$ cat config.mk
export PLATFORM = sky130hd
export DESIGN_NAME = fetch_sequencer
export DESIGN_NICKNAME = d
export VERILOG_FILES = /design/src/rtl/fetch_sequencer.sv
export SDC_FILE = /design/constraint.sdc
export NUM_CORES = 1
export LEC_CHECK = 0
export ABC_CLOCK_PERIOD_IN_PS = 4200
export BUFFER_PORTS_ARGS = -buffer_cell sky130_fd_sc_hd__buf_4
export CAP_MARGIN = 20
export CORE_UTILIZATION = 44
export CTS_CLUSTER_SIZE = 25
export DETAILED_ROUTE_END_ITERATION = 8
export GPL_TIMING_DRIVEN = 0
export MAX_ROUTING_LAYER = met4
export PLACE_DENSITY = 0.72
export SETUP_SLACK_MARGIN = 0.15
export SLEW_MARGIN = 5
export SYNTH_ARGS = -nofsm -noshare
export SYNTH_HDL_FRONTEND = slang
export SYNTH_SLANG_ARGS = --single-unit
$ cat constraint.sdc
create_clock -name clk -period 4.2 [get_ports clk]
set_clock_uncertainty 0.15 [all_clocks]
set_input_delay 0 -clock clk [delete_from_list [all_inputs] [get_ports clk]]
set_output_delay 0 -clock clk [all_outputs]
set_load 0.02 [all_outputs]
$ cat src/rtl/fetch_sequencer.sv
// fetch_sequencer
//
// Fetch-stage controller for the 8-bit processor. Owns the program counter,
// addresses a combinational-read 256 x 14 instruction ROM, captures each
// returned word into an instruction register and presents it to decode.
// Handles start, stall, branch redirect/flush, halt detection and PC wrap.
//
// Handshake to decode: a word transfers on any rising edge where
// if_valid && if_ready are both high. While if_valid is high and if_ready is
// low, if_instruction / if_pc / current_pc are held stable. A redirect flushes
// the register (if_valid drops) even if the held word was never accepted.
//
// Ports:
//   clk              single clock, rising edge
//   rst_n            asynchronous active-low reset
//   start            begin/restart fetching at RESET_PC (IDLE/HALT only)
//   current_pc       registered ROM address
//   rom_instruction  ROM data at current_pc, same cycle
//   if_instruction   instruction register to decode
//   if_pc            address the held instruction was fetched from
//   if_valid         instruction register holds a live instruction
//   if_ready         decode accepts the held instruction
//   redirect_valid   taken branch/jump: flush and reload PC
//   redirect_pc      redirect target
//   halted           high while in HALT
//   pc_wrap          one-cycle pulse after the PC steps 8'hFF -> 8'h00
//   dbg_state        current FSM state (0 IDLE, 1 RUN, 2 HALT)
module fetch_sequencer #(
  parameter logic [7:0]  RESET_PC  = 8'h00,
  parameter logic [13:0] HALT_WORD = 14'h3FFF
) (
  input  logic        clk,
  input  logic        rst_n,
  input  logic        start,
  output logic [7:0]  current_pc,
  input  logic [13:0] rom_instruction,
  output logic [13:0] if_instruction,
  output logic [7:0]  if_pc,
  output logic        if_valid,
  input  logic        if_ready,
  input  logic        redirect_valid,
  input  logic [7:0]  redirect_pc,
  output logic        halted,
  output logic        pc_wrap,
  output logic [1:0]  dbg_state
);

  typedef enum logic [1:0] {
    S_IDLE = 2'd0,
    S_RUN  = 2'd1,
    S_HALT = 2'd2
  } state_t;

  state_t      state;
  state_t      state_d;
  logic [7:0]  pc_d;
  logic [13:0] ir_d;
  logic [7:0]  if_pc_d;
  logic        valid_d;
  logic        wrap_d;

  always_ff @(posedge clk or negedge rst_n) begin
    if (!rst_n) begin
      state          <= S_IDLE;
      current_pc     <= RESET_PC;
      if_instruction <= 14'h0000;
      if_pc          <= 8'h00;
      if_valid       <= 1'b0;
      pc_wrap        <= 1'b0;
    end else begin
      state          <= state_d;
      current_pc     <= pc_d;
      if_instruction <= ir_d;
      if_pc          <= if_pc_d;
      if_valid       <= valid_d;
      pc_wrap        <= wrap_d;
    end
  end

  always_comb begin
    state_d = state;
    pc_d    = current_pc;
    ir_d    = if_instruction;
    if_pc_d = if_pc;
    valid_d = if_valid;
    wrap_d  = 1'b0;

    case (state)
      S_IDLE: begin
        if (start) begin
          pc_d    = RESET_PC;
          state_d = S_RUN;
        end
      end

      S_RUN: begin
        if (redirect_valid) begin
          // Flush wins over capture; a concurrent accept still completes
          // on the decode side since it sampled if_valid && if_ready.
          pc_d    = redirect_pc;
          valid_d = 1'b0;
        end else if (!if_valid || if_ready) begin
          ir_d    = rom_instruction;
          if_pc_d = current_pc;
          valid_d = 1'b1;
          if (rom_instruction == HALT_WORD) begin
            // PC parks on the halt word's address.
            state_d = S_HALT;
          end else begin
            pc_d   = current_pc + 8'd1;
            wrap_d = (current_pc == 8'hFF);
          end
        end
      end

      S_HALT: begin
        if (if_valid && if_ready) begin
          valid_d = 1'b0;
        end
        if (redirect_valid) begin
          pc_d    = redirect_pc;
          valid_d = 1'b0;
          state_d = S_RUN;
        end else if (start) begin
          pc_d    = RESET_PC;
          valid_d = 1'b0;
          state_d = S_RUN;
        end
      end

      default: begin
        state_d = S_IDLE;
      end
    endcase
  end

  // Decoded from the state register so it tracks reset asynchronously.
  assign halted    = (state == S_HALT);
  assign dbg_state = state;

endmodule

# ---- Word level (Yosys, flattened, before mapping)
# Cells that the tools add are included.
dict set report op_classes {
  n_eq_ne 10
  addsub 1
  shifts 0
  div_mod_pow 0
  bitwise 1
  mux 22
  n_lt_le_gt_ge 0
  reduce_logical 10
  multipliers 0
}
# operator count
set ops {}
lappend ops {{$mux W8} 5}
lappend ops {{$pmux W8 S3} 1}
lappend ops {{$eq A14 B14 Y1 const B} 1}
lappend ops {{$reduce_and A3 Y1} 4}
lappend ops {{$mux W2} 5}
lappend ops {{$mux W1} 9}
lappend ops {{$add A8 B1 Y8 const B} 1}
lappend ops {{$eq A8 B8 Y1 const B} 1}
lappend ops {{$ne A2 B2 Y1 const B} 3}
lappend ops {{$ne A3 B3 Y1 const B} 2}
lappend ops {{$pmux W2 S3} 1}
lappend ops {{$ne A4 B3 Y1 const B} 1}
lappend ops {{$reduce_bool A3 Y1} 1}
lappend ops {{$eq A2 B1 Y1 const B} 1}
lappend ops {{$eq A2 B2 Y1 const B} 1}
lappend ops {{$logic_not A2 Y1} 1}
lappend ops {{$pmux W1 S2} 1}
lappend ops {{$reduce_bool A2 Y1} 1}
lappend ops {{$logic_and A1 B1 Y1} 1}
lappend ops {{$logic_not A1 Y1} 1}
lappend ops {{$logic_or A1 B1 Y1} 1}
lappend ops {{$not A1 Y1} 1}
dict set report word_totals {
  n_memories 0
  rom_bits 0
  out_inout_bits 35
  ram_bits 0
  ff_bits 34
  elab_cells 50
  in_bits 27
  latch_bits 0
}

# ---- Longest topological paths before layout
# Gate-level depths: netlist of run 1.
dict set report logic_depth {
  ltp_word 5
  depth_mapped 8
  depth_no_buf 7
}

# ---- Worst setup path after synthesis of run 1
# Ideal clock, no wire load.
dict set report synth_timing {
  path_type {reg2reg}
  startpoint {reg state[0], in the netlist dbg_state[0]}
  endpoint {reg current_pc[4]}
  setup_ns 0.118
  path_stages_with_launch 9
  t_required_ns 3.932
  n_path_buf 1
  synth_period_minus_slack_ns 2.119
  arrival_ns 1.851
  slack_ns 2.081
  cell_sequence {dfrtp_1 inv_1 ha_1 buf_2 or2_4 and3_1 a211oi_1 a21oi_1 a21o_1}
}
dict set report synth_between {
  elab_chain_cells 3
  elab_cells_between_ends 8
  cone_classes {eq/ne: 4; mux: 1; reduce/logical: 3}
}
# item line
set synth_rtl {}
lappend synth_rtl {{start: declaration} 54} ;# state_t state;
lappend synth_rtl {{start signal: assignment} 71} ;# state <= state_d;
lappend synth_rtl {{$eq A2 B2 Y1 (*)} n/a}
lappend synth_rtl {{named net halted} 43} ;# output logic halted,
lappend synth_rtl {{$reduce_bool A3 Y1 (no source line)} n/a}
lappend synth_rtl {{$reduce_and A3 Y1 (no source line)} n/a}
lappend synth_rtl {{end signal: assignment} 72} ;# current_pc <= pc_d;
lappend synth_rtl {{end: declaration} 35} ;# output logic [7:0] current_pc,
# Mark *: on every way through the listed nets, which the timed path passes. The rest lies on a longest branch.
# A chain may end at the register's enable or synchronous reset.

# ---- Worst setup path after layout of run 1
dict set report layout_timing {
  startpoint {reg state[1], in the netlist dbg_state[1]}
  endpoint {reg current_pc[1]}
}
dict set report layout_between {
  elab_chain_cells 3
  elab_cells_between_ends 8
  cone_classes {eq/ne: 4; mux: 1; reduce/logical: 3}
}
# item line
set layout_rtl {}
lappend layout_rtl {{$eq A2 B1 Y1 (tied with other cells)} 88} ;# case (state)
lappend layout_rtl {{$ne A3 B3 Y1 (no source line) / $reduce_bool A3 Y1 (equally long branches)} n/a}
lappend layout_rtl {{$reduce_and A3 Y1 (no source line)} n/a}
# Several ways; a longest one is shown, not always the timed one.

==> results of run 1 <==
## cells in the final DEF, fill, tap and decap left out, types with 3 or more instances in the layout
master	count
buf_4	61
o21ai_0	3
dlygate4sd3_1	21
mux2_1	11
dfrtp_1	34
nand4_1	3
clkbuf_1	3
nand2_1	18
o21ai_1	7
inv_1	9
a21o_1	3
mux2_2	6
buf_2	4
a21oi_1	9
ha_1	5
clkbuf_8	6
nand3_1	7
nand2b_1	5
## metrics by stage
| stage | total power, W | utilization (%) | worst slack, ns | instances |
|---|---|---|---|---|
| 2_1_floorplan | 0.00115 | - | 2.08 | 170 |
| 3_3_place_gp | 0.00150 | 61.1 | 2.14 | 278 |
| 3_5_place_dp | 0.00152 | 61.1 | 2.08 | 278 |
| 4_1_cts | 0.00179 | 69.2 | 2.06 | 307 |
| 5_1_grt | 0.00190 | 69.2 | 1.87 | 307 |
| 6_report | 0.00178 | 69.2 | 2.07 | 307 |
## routing by layer
metal | track usage, % | part of all wire (%) | routed length, microns | vias up
met1 | 31.6 | 48 | 2130 | 773
li1 | - | - | - | 796
met3 | 5.17 | 5.8 | 261 | 7
met2 | 37.2 | 45 | 2020 | 65
met5 | - | 0 | 0 | -
met4 | 5.98 | 1.2 | 53 | 0
## state kept, by name, summed over array words and instances, names as in the netlist
register	cells
if_instruction	14
current_pc	8
if_pc	8
dbg_state	2
if_valid	1
pc_wrap	1
## power by group
part | switching, W | internal [W] | total, W
registers | 0.000120 | 0.000475 | 0.000596
logic | 0.000506 | 0.000424 | 0.000931
clock network | 0.000121 | 0.000132 | 0.000253
total | 0.000747 | 0.00103 | 0.00178
## worst max-delay path, stage by stage, from the launching register on
cell	delay [ns]
dfrtp_1	0.40
inv_1	0.09
ha_1	0.32
nor2b_1	0.20
buf_4	0.17
a211o_4	0.38
o32ai_1	0.31
## logic make-up after synthesis
| kind of cell | Yosys count |
|---|---|
| AOI/OAI and AO/OA | 46 |
| xor gates and xnor gates | 3 |
| adders and majority gates | 5 |
| buffers and inverters | 17 |
| DFF | 34 |
| muxes | 18 |
| and+or+nand+nor | 47 |
## path summary, 6_finish.rpt
kind,start,slack [ns],to
hold reg to reg,if_pc[2]$_DFFE_PN0P_,0.34,if_pc[2]$_DFFE_PN0P_
setup / recovery,dbg_state[1]$_DFFE_PN0P_,2.07,current_pc[1]$_DFFE_PN0P_
max in group asynchronous,rst_n,3.55,if_pc[1]$_DFFE_PN0P_
min in group asynchronous,rst_n,0.05,if_instruction[9]$_DFFE_PN0P_
hold / removal,redirect_pc[5],0.02,current_pc[5]$_DFFE_PN0P_
setup reg to reg,dbg_state[1]$_DFFE_PN0P_,2.07,current_pc[1]$_DFFE_PN0P_
## layout make-up
type | count | area [sq um]
Multi-Input combinational cell | 119 | 871
Buffer | 8 | 38.8
Clock buffer | 6 | 82.6
Sequential cell | 34 | 851
Clock inverter | 2 | 12.5
Inverter | 9 | 33.8
Timing Repair Buffer | 81 | 661
Tap cell | 48 | 60.1
Fill cell | 293 | 1160
==> results.ini, run 1 <==
[grt]
grt_pass1_vias=1564
grt_usage_pct=23.9
grt_max_degree=35
antenna_found_initial=0
overflow=0
grt_pass1_wl_mm=7.47

[setup_path]
worst-endpoint-required_ns=4.23
arrival_ns=2.15
worstSetupPathType=flop to flop
cp_max_fo=10
worstRegToRegCells=6
cp-end-kind=flop
crit_path_start_kind=flop

[die]
io_pins=62
core-area_sq_mm=0.00377
die_h_microns=65.9
initial_utilization_pct=47.6
dieArea_sq_mm=0.00434
dieWidth_microns=65.9
rows=22

[timing]
fin_crit_sh_pct=50.6
worst_pin_slew_ns=0.483
hold_slack_ns=0.0173
fin_crit_ns=2.13
setup_viol=0
rsz0062_at_grt=no
fmax_mhz=470
setup_tns_ns=0
maxSlewViolCount=0
max-slew-margin-rel_pct=67.4
timing.final.hold_violations=0

[power]
irDropWorstVdd_v=0.000354
pwr_density_cell_mw_per_mm2=682
p_leak_nw=1.22

[synth]
synth-compound-area-share_pct=18.7
synth_edf_count=0
synth.cells.most_frequent=dfrtp_1, nand2_1, mux2_1
ys_warn_count=0
synth_xor_area_share_pct=1.46
synth_top_family_by_area=compound AO/OA/AOI/OAI gates
synth.area.mux_share_pct=11.2
postSynthCellCount=170
synthTopCellsByArea=dfrtp_1, mux2_1, nand2_1
synth.distinct_cells=49
yosysMostFrequentCell=dfrtp_1
syn-num-nets=202
synth-seq-cells=34
synth_top_area_cell=dfrtp_1
synth_ff_type=dfrtp_1
async_reset_ff_share_pct=100
synth-simple-area-share_pct=13.7
synth-adder-area-share_pct=3.49
synth.top_cell.area_share_pct=47.4
ys_seq_area_share_pct=47.4
synth.cell_area_sq_mm=0.00179
avgSynthCellArea_sq_um=10.6

[routing]
wl_per_cell_microns=14.6
first_pass_iters=5
detail-route-antenna-nets=0
drc=0
vias=1641
drt_iter0_drc=78
via_per_inst=5.35
routed_wl_mm=4.47

[clocking]
clockBufferDepth=2
cts_max_level=2
clk_latency_ns=0.28
clock_tree.root_cell=clkbuf_8
clkSlewWorstSetupHoldPaths_ns=0.07
ctsHoldBuffers=21
cts_resized=0
clock-sinks=34
cts_setup_buffers=0
cts_made_buffers=5
cts_tree=built

[min_path]
min_path_type=input port to flop
hold_depth=5

[cells_and_area]
layout.nets=290
design_area_sq_mm=0.00261
diodes=0
drive_above_1_share_pct=33.2
syn_to_final_growth_pct=45.5

[placed_design]
place_area_sq_mm=0.00230
place_congestion=0.852
io_buffers=60
hpwl_mm=3.14

[run_status]
status=completed

[run]
cap_viol_max_count=0

Note: power is estimated with default switching activity, not from simulation.
==> run 2, diff against run 1 <==
ABC_AREA = 1   (was not set)
ABC_CLOCK_PERIOD_IN_PS = 1800   (was 4200)
PLACE_DENSITY = 0.73   (was 0.72)
clock period = 1.8 ns   (was 4.2 ns; I/O delays follow)
==> run 2 against run 1 <==
Global-route usage grew 1.3 points. Final cell count grew 35%. Wire length grew 23%. Critical path type unchanged.
==> results.ini, run 2 <==
[run_status]
status=completed

[die]
io_pins=62  ; unchanged
core-area_sq_mm=0.00412  ; +9.1%
rows=23  ; +4.5%
dieArea_sq_mm=0.00466  ; +7.4%
initial_utilization_pct=46.9  ; -0.66 points
dieWidth_microns=68.2  ; +3.6%
die_h_microns=68.2  ; +3.6%

[cells_and_area]
top_register=if_instruction
design_area_sq_mm=0.00292  ; +12%
final_cell_mix=nand2_1, buf_4, dfrtp_1
diodes=0  ; unchanged
top_regs=if_instruction x14, current_pc x8, if_pc x8
layout.nets=395  ; +36%
drive_above_1_share_pct=28.6  ; -4.6 points
mostFrequentLayoutCell=nand2_1
syn_to_final_growth_pct=51.4
largest_register_ffs=14  ; unchanged

[routing]
dr_wl_met2_mm=2.77  ; +37%
wl_met3_microns=217  ; -17%
via_per_inst=5.07  ; -5.1%
wl_per_cell_microns=13.2  ; -9.1%
vias=2100  ; +28%
detail-route-antenna-nets=0  ; unchanged
wl_met1_mm=2.33  ; +9.2%
drc=0  ; unchanged
highest_layer=met4
routed_wl_mm=5.48  ; +23%
first_pass_iters=4  ; -1
drt_iter0_drc=138  ; +77%

[timing]
fmax_mhz=617  ; +31%
worst_pin_slew_ns=0.439  ; -0.0445 ns
max-slew-margin-rel_pct=70.7  ; +3.3 points
maxSlewViolCount=0  ; unchanged
fin_crit_sh_pct=90.1  ; +39 points
timing.final.hold_violations=0  ; unchanged
fin_crit_ns=1.62  ; -0.504 ns
setup_tns_ns=0  ; unchanged
setup_viol=0  ; unchanged
rsz0062_at_grt=yes

[synth]
synth-seq-cells=34  ; unchanged
synthTopCellsByArea=dfrtp_1, nand2_1, inv_1
avgSynthCellArea_sq_um=7.29  ; -31%
ys_warn_count=0  ; unchanged
yosysMostFrequentCell=nand2_1
synth.distinct_cells=28  ; -43%
synth_ff_type=dfrtp_1
ys_seq_area_share_pct=44.1  ; -3.3 points
synth_top_area_cell=dfrtp_1
synth.top_cell.area_share_pct=44.1  ; -3.3 points
postSynthCellCount=265  ; +56%
synth_edf_count=0  ; unchanged
syn-num-nets=297  ; +47%
synth.cell_area_sq_mm=0.00193  ; +7.6%
async_reset_ff_share_pct=100  ; unchanged
synth.cells.most_frequent=nand2_1, dfrtp_1, inv_1

[setup_path]
worstRegToRegCells=11  ; +5
endpoint=current_pc[6]$_DFFE_PN0P_
path_depth=11  ; +5
cp-end-kind=flop
crit_path_frequent_cell=nor2_4
arrival_ns=1.65  ; -0.50 ns
worst-path-buf-inv=3  ; +1
crit_slowest_cell=dfrtp_2
crit_start=dbg_state[1]$_DFFE_PN0P_
reg2reg_slack_ns=0.18  ; -1.90 ns
r2r-end=current_pc[6]$_DFFE_PN0P_
cp_top_family=simple AND/OR/NAND/NOR gates
reg2reg_from=dbg_state[1]$_DFFE_PN0P_
worst-endpoint-required_ns=1.83  ; -2.40 ns
path_cells=inv_4 > ha_4 > inv_6 > nor2_8 > inv_4 > nor2_4 > nor2_4 > nand2_4 > nor2_4 > nand2_1 > nand2_1
worstSetupPathType=flop to flop
slowest_delay_ns=0.44  ; +0.04 ns
cp_max_fo=7  ; -3
crit_path_start_kind=flop

[power]
p_leak_nw=1.52  ; +24%
clkPwrFrac_pct=12.0  ; -2.2 points
p_comb_share_pct=59.1  ; +6.8 points
pwr_density_cell_mw_per_mm2=1650  ; +140%
power.switching_w=0.00220  ; +190%
p_seq_share_pct=28.9  ; -4.6 points
internal-power_w=0.00262  ; +150%
p_sw_share_pct=45.7  ; +3.6 points
irDropWorstVdd_v=0.000856  ; +140%

[clocking]
clockBufferDepth=2  ; unchanged
clk_latency_ns=0.28  ; about the same
clkSlewWorstSetupHoldPaths_ns=0.07  ; about the same
cts_tree=built
clock-sinks=34  ; unchanged
cts_made_buffers=5  ; unchanged
cts_max_level=2  ; unchanged
clock_tree.root_cell=clkbuf_8

[min_path]
hp-start=redirect_pc[5]
min_path_type=input port to flop
hold_depth=7  ; +2

[grt]
overflow=0  ; unchanged
grt_pass1_wl_mm=8.41  ; +13%
antenna_found_initial=0  ; unchanged
grt_pass1_vias=1994  ; +27%
grt_usage_pct=25.1  ; +1.3 points
grt_max_degree=35  ; unchanged

[placed_design]
place_congestion=0.842  ; -1.3%
hpwl_mm=3.57  ; +14%
io_buffers=61  ; +1.7%
place_area_sq_mm=0.00248  ; +7.8%

[run]
cap_viol_max_count=0  ; unchanged

run 2: power by group through the flow:
stage | Clock (W) | Sequential, W | Combinational, W
floorplan | 0 | 0.00176 | 0.00122
global placement | 0 | 0.00139 | 0.00244
detailed placement | 0 | 0.00140 | 0.00249
CTS | 0.000588 | 0.00137 | 0.00265
global route | 0.000622 | 0.00143 | 0.00313
finish | 0.000580 | 0.00139 | 0.00285
run 2: worst reg2reg max path, delay by kind of cell (launching register included):
family | cells | cell delay, ns
fa+ha+maj | 1 | 0.16
buf+inv | 3 | 0.18
flops | 1 | 0.44
simple gates | 7 | 0.58
run 2: stage by stage:
stage	setup slack (ns)	hold WS (ns)	utilization, %	instances	power [W]
after global routing	0.0881	0.0288	71.0	414	0.00518
after global placement	0.0493	-0.174	60.4	376	0.00383
final	0.178	0.00333	71.0	414	0.00483
after detailed placement	0.0297	-0.173	60.4	376	0.00389
after floorplan	0.153	-0.446	-	265	0.00298
after CTS	0.161	0.00820	69.0	410	0.00461
run 2: worst min-delay path by stage:
| stage | endpoint | slack (ns) |
|---|---|---|
| 3_3_place_gp | if_instruction[7]$_DFFE_PN0P_ | -0.17 |
| 6_report | current_pc[5]$_DFFE_PN0P_ | 0.003 |
| 2_1_floorplan | current_pc[0]$_DFFE_PN0P_ | -0.45 |
| 5_1_grt | if_valid$_DFFE_PN0P_ | 0.03 |
| 3_5_place_dp | if_instruction[7]$_DFFE_PN0P_ | -0.17 |
| 4_1_cts | current_pc[5]$_DFFE_PN0P_ | 0.008 |
run 2: layout make-up:
| class | instances | area (sq um) |
|---|---|---|
| clock inverters | 1 | 5.00 |
| fillers | 328 | 1190 |
| plain buffers | 6 | 51.3 |
| repair buffers | 91 | 747 |
| multi-input cells | 203 | 1010 |
| inverters | 22 | 103 |
| flip-flops and latches | 34 | 855 |
| well taps | 50 | 62.6 |
| clock buffers | 7 | 86.3 |
run 2: timing repair:
action | 4_1_cts | 5_1_grt
hold buffers | 22 | 0
gates resized for setup | 4 | 20
endpoints found under the setup margin | 30 | 26
gates cloned | 0 | 0
endpoints found under the hold margin | 56 | 0
pin swaps | 1 | 5
setup buffers | 4 | 4
run 2: cells by family (layout without fill, tap and decap cells):
kind of cell	after synthesis	after routing	synth area share (%)
adders and majority gates	5	5	3.24
and+or+nand+nor	164	164	36.9
DFF	34	34	44.1
AOI/OAI and AO/OA	34	34	9.46
buffers and inverters	28	127	6.35
run 2: metal layers:
metal	vias to the layer above	global-route usage, %
met3	15	2.67
met5	-	-
met2	79	42.9
li1	1034	-
met4	0	14.6
met1	972	28.3
